<file path="src/rtl/baccarat_round_fsm.sv">
// -----------------------------------------------------------------------------
// baccarat_round_fsm
//
// Control state machine for one Baccarat round. It walks the deal sequence
// (player card 1, banker card 1, player card 2, banker card 2), applies the
// natural / player-draw / banker-draw tableau rules to the scores fed back
// from the scoring stages, optionally deals third cards, and finally registers
// the win lights.
//
// Optional feature (compile-time macro BACCARAT_AUTO_RESTART_EN):
//   defined   - DONE dwells HOLD_CYCLES edges, then CLR pulses clear_cards for
//               one cycle, clears the lights and deals a fresh round from P1.
//   undefined - DONE holds until reset; clear_cards is tied to 0.
//
// Ports:
//   slow_clock        round clock, one FSM step per rising edge
//   resetb            asynchronous active-low reset
//   pscore, dscore    player / banker hand scores (0-9) from the scoring stages
//   pcard3            raw player third-card register value (0-13)
//   load_pcard1..3    load enables for the player card registers
//   load_dcard1..3    load enables for the banker card registers
//   clear_cards       one-cycle clear of all six card registers (auto restart)
//   player_win_light  player won, or tie (registered)
//   dealer_win_light  banker won, or tie (registered)
// -----------------------------------------------------------------------------
module baccarat_round_fsm #(
  parameter int NATURAL_MIN  = 8,
  parameter int PLAYER_STAND = 6,
  parameter int HOLD_CYCLES  = 16
) (
  input  logic       slow_clock,
  input  logic       resetb,
  input  logic [3:0] pscore,
  input  logic [3:0] dscore,
  input  logic [3:0] pcard3,
  output logic       load_pcard1,
  output logic       load_pcard2,
  output logic       load_pcard3,
  output logic       load_dcard1,
  output logic       load_dcard2,
  output logic       load_dcard3,
  output logic       clear_cards,
  output logic       player_win_light,
  output logic       dealer_win_light
);

  localparam logic [3:0] NAT_MIN_4   = 4'(NATURAL_MIN);
  localparam logic [3:0] P_STAND_4   = 4'(PLAYER_STAND);

`ifdef BACCARAT_AUTO_RESTART_EN
  typedef enum logic [3:0] {
    S_IDLE, S_P1, S_D1, S_P2, S_D2, S_CHK, S_P3, S_BCHK, S_D3,
    S_RESULT, S_DONE, S_CLR
  } state_t;

  localparam int HOLD_W = $clog2(HOLD_CYCLES + 1);
  localparam logic [HOLD_W-1:0] HOLD_LAST = HOLD_W'(HOLD_CYCLES - 1);

  logic [HOLD_W-1:0] hold_cnt;
`else
  typedef enum logic [3:0] {
    S_IDLE, S_P1, S_D1, S_P2, S_D2, S_CHK, S_P3, S_BCHK, S_D3,
    S_RESULT, S_DONE
  } state_t;
`endif

  state_t state, state_n;

  // Banker third-card tableau, used only once the player has drawn.
  // Face cards (10-13) count as 0.
  function automatic logic banker_draws(input logic [3:0] d, input logic [3:0] c);
    logic [3:0] v;
    v = (c >= 4'd10) ? 4'd0 : c;
    case (d)
      4'd0, 4'd1, 4'd2: banker_draws = 1'b1;
      4'd3:             banker_draws = (v != 4'd8);
      4'd4:             banker_draws = (v >= 4'd2) && (v <= 4'd7);
      4'd5:             banker_draws = (v >= 4'd4) && (v <= 4'd7);
      4'd6:             banker_draws = (v >= 4'd6) && (v <= 4'd7);
      default:          banker_draws = 1'b0;
    endcase
  endfunction

  always_ff @(posedge slow_clock or negedge resetb) begin
    if (!resetb) state <= S_IDLE;
    else         state <= state_n;
  end

  always_comb begin
    state_n     = state;
    load_pcard1 = 1'b0;
    load_pcard2 = 1'b0;
    load_pcard3 = 1'b0;
    load_dcard1 = 1'b0;
    load_dcard2 = 1'b0;
    load_dcard3 = 1'b0;
    case (state)
      S_IDLE: state_n = S_P1;
      S_P1: begin load_pcard1 = 1'b1; state_n = S_D1; end
      S_D1: begin load_dcard1 = 1'b1; state_n = S_P2; end
      S_P2: begin load_pcard2 = 1'b1; state_n = S_D2; end
      S_D2: begin load_dcard2 = 1'b1; state_n = S_CHK; end
      S_CHK: begin
        if ((pscore >= NAT_MIN_4) || (dscore >= NAT_MIN_4)) state_n = S_RESULT;
        else if (pscore < P_STAND_4)                        state_n = S_P3;
        // Player stands: banker follows the simple draw-on-0..5 rule.
        else if (dscore <= 4'd5)                            state_n = S_D3;
        else                                                state_n = S_RESULT;
      end
      S_P3: begin load_pcard3 = 1'b1; state_n = S_BCHK; end
      // pcard3 has been captured on the edge leaving P3, so it is valid here.
      S_BCHK: state_n = banker_draws(dscore, pcard3) ? S_D3 : S_RESULT;
      S_D3: begin load_dcard3 = 1'b1; state_n = S_RESULT; end
      S_RESULT: state_n = S_DONE;
`ifdef BACCARAT_AUTO_RESTART_EN
      S_DONE: if (hold_cnt == HOLD_LAST) state_n = S_CLR;
      S_CLR:  state_n = S_P1;
`else
      S_DONE: state_n = S_DONE;
`endif
      default: state_n = S_IDLE;
    endcase
  end

`ifdef BACCARAT_AUTO_RESTART_EN
  // Counter sits at 0 outside DONE, so every DONE entry starts from 0.
  always_ff @(posedge slow_clock or negedge resetb) begin
    if (!resetb)              hold_cnt <= '0;
    else if (state != S_DONE) hold_cnt <= '0;
    else                      hold_cnt <= hold_cnt + 1'b1;
  end

  assign clear_cards = (state == S_CLR);
`else
  assign clear_cards = 1'b0;
`endif

  // A tie lights both, which falls out of the two >= compares.
  always_ff @(posedge slow_clock or negedge resetb) begin
    if (!resetb) begin
      player_win_light <= 1'b0;
      dealer_win_light <= 1'b0;
    end else if (state == S_RESULT) begin
      player_win_light <= (pscore >= dscore);
      dealer_win_light <= (dscore >= pscore);
    end
`ifdef BACCARAT_AUTO_RESTART_EN
    else if (state == S_CLR) begin
      player_win_light <= 1'b0;
      dealer_win_light <= 1'b0;
    end
`endif
  end

endmodule

</file>
<file path="config.mk">
export PLATFORM = sky130hd
export DESIGN_NAME = baccarat_round_fsm
export DESIGN_NICKNAME = d
export VERILOG_FILES = /design/src/rtl/baccarat_round_fsm.sv
export SDC_FILE = /design/constraint.sdc
export NUM_CORES = 1
export LEC_CHECK = 0
export CAP_MARGIN = 20
export CORE_AREA = 8 8 45 47
export DETAILED_ROUTE_END_ITERATION = 6
export DIE_AREA = 0 0 53 55
export PLACE_DENSITY = 0.75
export SLEW_MARGIN = 10
export SYNTH_ARGS = -nofsm -noshare
export SYNTH_HDL_FRONTEND = slang
export SYNTH_SLANG_ARGS = --single-unit
</file>
<file path="constraint.sdc">
create_clock -name slow_clock -period 3.3 [get_ports slow_clock]
set_input_delay 0.66 -clock slow_clock [delete_from_list [all_inputs] [get_ports slow_clock]]
set_output_delay 0.66 -clock slow_clock [all_outputs]
set_load 0.05 [all_outputs]
</file>
==> impl_metrics.csv, run 1 <==
group,metric,value,unit
status,status,"finished clean",
drt,first_pass_iters,3,
timing,fin_crit,2.68,ns
clock_network,clkTransAtPathRegs,0.05,ns
layout,layout_common_cells,"clkdlybuf4s50_1 (21), inv_1 (7), nor3_1 (7), nor2_1 (7), dfrtp_1 (6)",
die,core_area,0.00138,mm^2
clock_network,cts_tree,"built",
critical_path,critical_path_peak_fanout,10,
layout,fill_cells,138,
power,power.leakage,0.317,nW
logic_synthesis,avgSynthCellArea,7.97,um^2
timing,clock_skew,0.00512,ns
logic_synthesis,synthesis.nets,83,
drt,wire_per_inst,13.1,um
drt,first_iter_violations,16,
global_routing,gr-total-overflow,0,
die,dieArea,0.00292,mm^2
timing,worst_slew_pin_slew,0.505,ns
die,die_height,55,um
logic_synthesis,synth.distinct_cells,28,
placed_design,gp_congestion,0.790,
clock_network,cts_root_buf,"clkbuf_4",
placed_design,hpwl,1080,um
layout,fin_nets,105,
critical_path,reg2reg_depth,4,
drt,m1WireLength,573,um
logic_synthesis,synth_area,518,um^2
critical_path,slowest_delay,0.83,ns
drt,vias,524,
timing,finalSetupTns,0,ns
clock_network,clk_path_buf_depth,2,
placed_design,portBuffers,21,
critical_path,rr_startpoint,"state[1]",
drt,drc,0,
global_routing,antenna_found_initial,0,
critical_path,arrival,2.02,ns
logic_synthesis,ys_seq_area_frac,0.290,
timing,slew_viol_final,0,
critical_path,path_cells,"or2b_1 -> nor3_1 -> clkdlybuf4s50_1",
worst_hold_path,hold_class,"register to register",
die,die_w,53,um
power,sw_frac_of_total,0.513,
clock_network,clock_sinks,6,
die,design.portCount,23,
drt,met3_length,97,um
run,maxCapViolations,0,
global_routing,grt_max_degree,11,
global_routing,grt_pass1_vias,518,
clock_network,cts_setup_buffers,0,
logic_synthesis,ys_top_cells_by_area,"dfrtp_1 (29%), ha_1 (9.7%), nor3_1 (6.8%)",
power,seq_power_share,0.275,
drt,highest_layer,"met4",
power,ir_drop,0.000424,V
drt,routed_wl,1330,um
timing,rsz0062_at_grt,"no",
clock_network,htree_levels,1,
logic_synthesis,synth_cells,65,
power,pwr-share-comb,0.609,
power,internal-power,0.295,mW
clock_network,ctsResizeCount,0,
critical_path,rrSetupSlack,1.92,ns
die,num_rows,14,
logic_synthesis,ys_seq_elements,6,
timing,fmax,0.373,GHz
timing,final_hold_viol_count,0,
global_routing,track_usage,0.107,
placed_design,dpl_worst_slack,0.885,ns
critical_path,cp-startpoint,"state[2]",
critical_path,slowest_stage,"clkdlybuf4s50_1",
clock_network,hold_buffers,0,
worst_hold_path,min_path_cells,1,
timing,min_period_over_period,0.812,
die,start_util,0.374,
critical_path,crit_path_end,"load_dcard3",
logic_synthesis,yosysTopAreaCell,"dfrtp_1",
logic_synthesis,yosys_warnings,0,
layout,mostFrequentLayoutCell,"clkdlybuf4s50_1",
clock_network,cts_made_buffers,3,
clock_network,clock_latency,0.25,ns
drt,ant_nets,0,
drt,via_per_inst,5.19,
critical_path,worst_r2r_endpoint,"state[0]",
power,p_clk_frac,0.116,
layout,syn_to_final_growth,43.0,%
critical_path,crit_type,"register to output port",
critical_path,cp-start-kind,"register",
global_routing,grt_pass1_wl,2280,um
logic_synthesis,yosys.area.top_type_share,0.290,
critical_path,critPathCaptureType,"output port",
power,power_density,818,mW/mm^2
timing,setup-violations-final,0,
power,switchingPower,0.311,mW
drt,met2WireLength,649,um
timing,slew_headroom,0.662,
critical_path,required,2.64,ns
layout,layout-drive-gt1-share,0.0588,
timing,fin_ws,0.620,ns
layout,diodes,0,
## per-layer routing
layer,GRT usage,vias up
li1,-,269
met1,0.112,240
met5,0,-
met2,0.184,13
met3,0.0615,2
met4,0.0259,0
## state kept, by name, indices dropped and copies added, names as in the netlist
| register | flops |
|---|---|
| player_win_light | 1 |
| dealer_win_light | 1 |
| state | 4 |
## cell type report
type                            instances  area [um^2]  area share
Multi-Input combinational cell         48          312       0.421
Timing Repair Buffer                   21          210       0.284
Inverter                                7         26.3      0.0355
Sequential cell                         6          150       0.203
Clock buffer                            3         22.5      0.0304
Tap cell                               16         20.0      0.0270
## cell usage after synthesis
master,instances
a211oi_1,1
a21oi_1,3
or2_1,1
or2b_1,1
o21a_1,1
a221oi_1,1
nand2b_1,2
ha_1,4
a31oi_1,1
o22ai_1,1
buf_4,4
nor4b_1,1
o32ai_1,1
nor2_1,7
nor2b_1,1
nand2b_4,1
inv_1,7
nand4_1,1
o21ai_0,3
a21o_1,1
nor2_2,1
nand2_1,3
dfrtp_1,6
nor3_1,7
o22a_1,1
a311oi_1,1
conb_1,1
a211o_1,2
## critical path, delay by kind of cell (launching register included)
kind          cells  cell delay, ns
buf+inv           1            0.83
simple gates      2            0.45
flops             1            0.49
## power groups by stage
stage / Clock, mW / Sequential (mW) / Combinational [mW]
floorplan: 0 / 0.167 / 0.270
global placement: 0 / 0.165 / 0.366
detailed placement: 0 / 0.167 / 0.370
CTS: 0.0715 / 0.166 / 0.372
global route: 0.0800 / 0.175 / 0.400
finish: 0.0704 / 0.166 / 0.369
## kinds of logic (layout without fill, tap and decap cells)
logic type      count (synthesis)  in the layout  synth area share
compound gates                 17             17             0.227
fa+ha+maj                       4              4            0.0966
buf+inv                        11             31             0.109
flops                           6              6             0.290
other cells                     1              1           0.00724
simple gates                   26             26             0.271
## metrics by stage
stage / std cells / util / instance area (um^2) / hold WS [ns] / power, mW
detailed placement: 98 / 0.519 / 718 / 0.544 / 0.537
floorplan: 65 / - / 518 / 0.364 / 0.437
global placement: 98 / 0.519 / 718 / 0.499 / 0.531
finish: 101 / 0.535 / 741 / 0.536 / 0.606
CTS: 101 / 0.535 / 741 / 0.555 / 0.610
global route: 101 / 0.535 / 741 / 0.573 / 0.655
## how the worst min path moves through the flow
stage / startpoint / endpoint
2_1_floorplan: resetb / dealer_win_light
6_report: dealer_win_light / dealer_win_light
5_1_grt: player_win_light / player_win_light
4_1_cts: dealer_win_light / dealer_win_light
3_5_place_dp: dealer_win_light / dealer_win_light
3_3_place_gp: dealer_win_light / dealer_win_light
No activity file was read; power rests on OpenSTA's default activity.
==> run 2: changes to the inputs <==
- CORE_AREA: 8 8 45 47 -> not set
- CORE_MARGIN: not set -> 8
- CORE_UTILIZATION: not set -> 36
- DIE_AREA: 0 0 53 55 -> not set
- PLACE_DENSITY: 0.75 -> 0.73
- clock period: 3.3 -> 2.3 ns (I/O delays scaled with it)
==> run 2 against run 1 <==
Effect of this change: sequential power rose by 44%; clock-buffer cell count unchanged; register-to-register slack got worse by 1.0 ns; non-clock buffer count is the same; power rose by 41%; largest power group unchanged; highest routed layer unchanged.
==> impl_metrics.csv, run 2 (synthesis gave the netlist of run 1 again) <==
group,metric,value,unit
drt,first_pass_iters,4,
timing,finalSetupTns,0,ns
critical_path,rrSetupSlack,0.87,ns
drt,wire_per_inst,13.2,um
layout,fin_nets,105,
layout,layout-drive-gt1-share,0.129,
placed_design,hpwl,1080,um
die,start_util,0.393,
critical_path,worst_r2r_endpoint,"state[0]",
layout,finish.utilization,0.559,
critical_path,required,1.84,ns
drt,first_iter_violations,2,
drt,routed_wl,1320,um
die,core_area,0.00132,mm^2
timing,slew_viol_final,0,
critical_path,slowest_stage,"dfrtp_1",
layout,layout_common_cells,"clkdlybuf4s50_1 (15), inv_1 (7), nor3_1 (7), nor2_1 (7), dfrtp_1 (6)",
critical_path,crit_type,"register to output port",
power,ir_drop,0.000635,V
clock_network,clock_sinks,6,
timing,rsz0062_at_grt,"no",
clock_network,htree_levels,1,
timing,worst_slew_pin_slew,0.500,ns
critical_path,slowest_delay,0.50,ns
layout,diodes,0,
power,power_density,1160,mW/mm^2
clock_network,cts_tree,"built",
clock_network,clkTransAtPathRegs,0.04,ns
timing,whs,0.461,ns
critical_path,rr_startpoint,"state[1]",
status,status,"finished clean",
layout,instances_no_fill,100,
global_routing,grt_pass1_vias,494,
power,p_clk_frac,0.109,
die,dieArea,0.00291,mm^2
critical_path,critPathCaptureType,"output port",
global_routing,antenna_found_initial,0,
layout,reg_top3,"state (4), dealer_win_light (1), player_win_light (1)",
timing,slew_headroom,0.665,
drt,ant_nets,0,
global_routing,track_usage,0.0983,
critical_path,cp_top_family,"simple AND/OR/NAND/NOR gates",
placed_design,gp_congestion,0.782,
global_routing,grt_pass1_wl,2130,um
clock_network,cts_made_buffers,3,
clock_network,clock_latency,0.24,ns
critical_path,reg2reg_depth,4,
critical_path,arrival,1.54,ns
clock_network,cts_setup_buffers,0,
power,seq_power_share,0.281,
timing,clock_skew,0.00146,ns
critical_path,crit_buf_inv,1,
layout,fill_cells,128,
die,design.portCount,23,
layout,largest_reg_flops,4,
power,sw_frac_of_total,0.511,
clock_network,cts_root_buf,"clkbuf_4",
placed_design,dp.cells,97,
power,switchingPower,0.436,mW
clock_network,ctsResizeCount,0,
placed_design,portBuffers,21,
layout,regArea,150,um^2
layout,regMostFlops,"state",
run,maxCapViolations,0,
worst_hold_path,hold_class,"input pin to asynchronous set/reset pin",
timing,min_period_over_period,0.869,
timing,fmax,0.500,GHz
layout,multiInputGateArea,312,um^2
timing,final_hold_viol_count,0,
critical_path,critical_path_peak_fanout,10,
global_routing,grt_max_degree,11,
die,die_w,53.9,um
global_routing,gr-total-overflow,0,
critical_path,cp-start-kind,"register",
drt,via_per_inst,5.18,
drt,vias,518,
power,power.leakage,0.331,nW
power,internal-power,0.417,mW
layout,mostFrequentLayoutCell,"clkdlybuf4s50_1",
die,num_rows,13,
timing,fin_crit,2.00,ns
clock_network,hold_buffers,0,
drt,drc,0,
critical_path,path_cells,"or2b_1 -> nor3_1 -> buf_12",
die,die_height,53.9,um
layout,syn_to_final_growth,42.3,%
power,pwr-share-comb,0.610,
clock_network,clk_path_buf_depth,2,
timing,setup-violations-final,0,
## run 2: metrics by stage
stage	power, mW	worst slack [ns]	instance area, um^2
4_1_cts	0.860	0.288	737
2_1_floorplan	0.627	0.0290	518
3_3_place_gp	0.755	0.411	714
6_report	0.853	0.302	737
3_5_place_dp	0.761	0.387	714
5_1_grt	0.915	0.200	737
## run 2: cell type report
cell class | instances | share of cell area
clock buffer | 3 | 0.0306
timing repair buffer | 21 | 0.282
sequential | 6 | 0.204
tap | 15 | 0.0255
multi-input combinational | 48 | 0.423
inverter | 7 | 0.0357
## run 2: routing by layer
layer / GRT usage / vias up / part of all wire
met5: 0 / - / 0
met4: 0.0756 / 0 / 0.014
met3: 0.0220 / 2 / 0.044
li1: - / 276 / -
met1: 0.124 / 231 / 0.46
met2: 0.141 / 9 / 0.48
## run 2: power groups by stage
stage	combinational [mW]	sequential, mW	clock [mW]
2_1_floorplan	0.387	0.240	0
3_3_place_gp	0.518	0.237	0
3_5_place_dp	0.522	0.238	0
4_1_cts	0.524	0.237	0.0987
5_1_grt	0.558	0.248	0.109
6_report	0.521	0.239	0.0930
## run 2: worst max path at each step
stage          startpoint                to  cells after the start
6_report         state[2]       load_dcard3                      3
2_1_floorplan    state[2]       load_dcard3                      3
3_3_place_gp    dscore[1]          state[0]                      5
3_5_place_dp    pscore[3]  dealer_win_light                      6
5_1_grt          state[2]       load_dcard3                      3
4_1_cts          state[2]       load_dcard3                      3
==> run 3: changes to the inputs <==
- CTS_CLUSTER_DIAMETER: not set -> 50
- TNS_END_PERCENT: not set -> 5
==> results of run 3 <==
Final layout, timing and power as in run 2 (identical DEF).
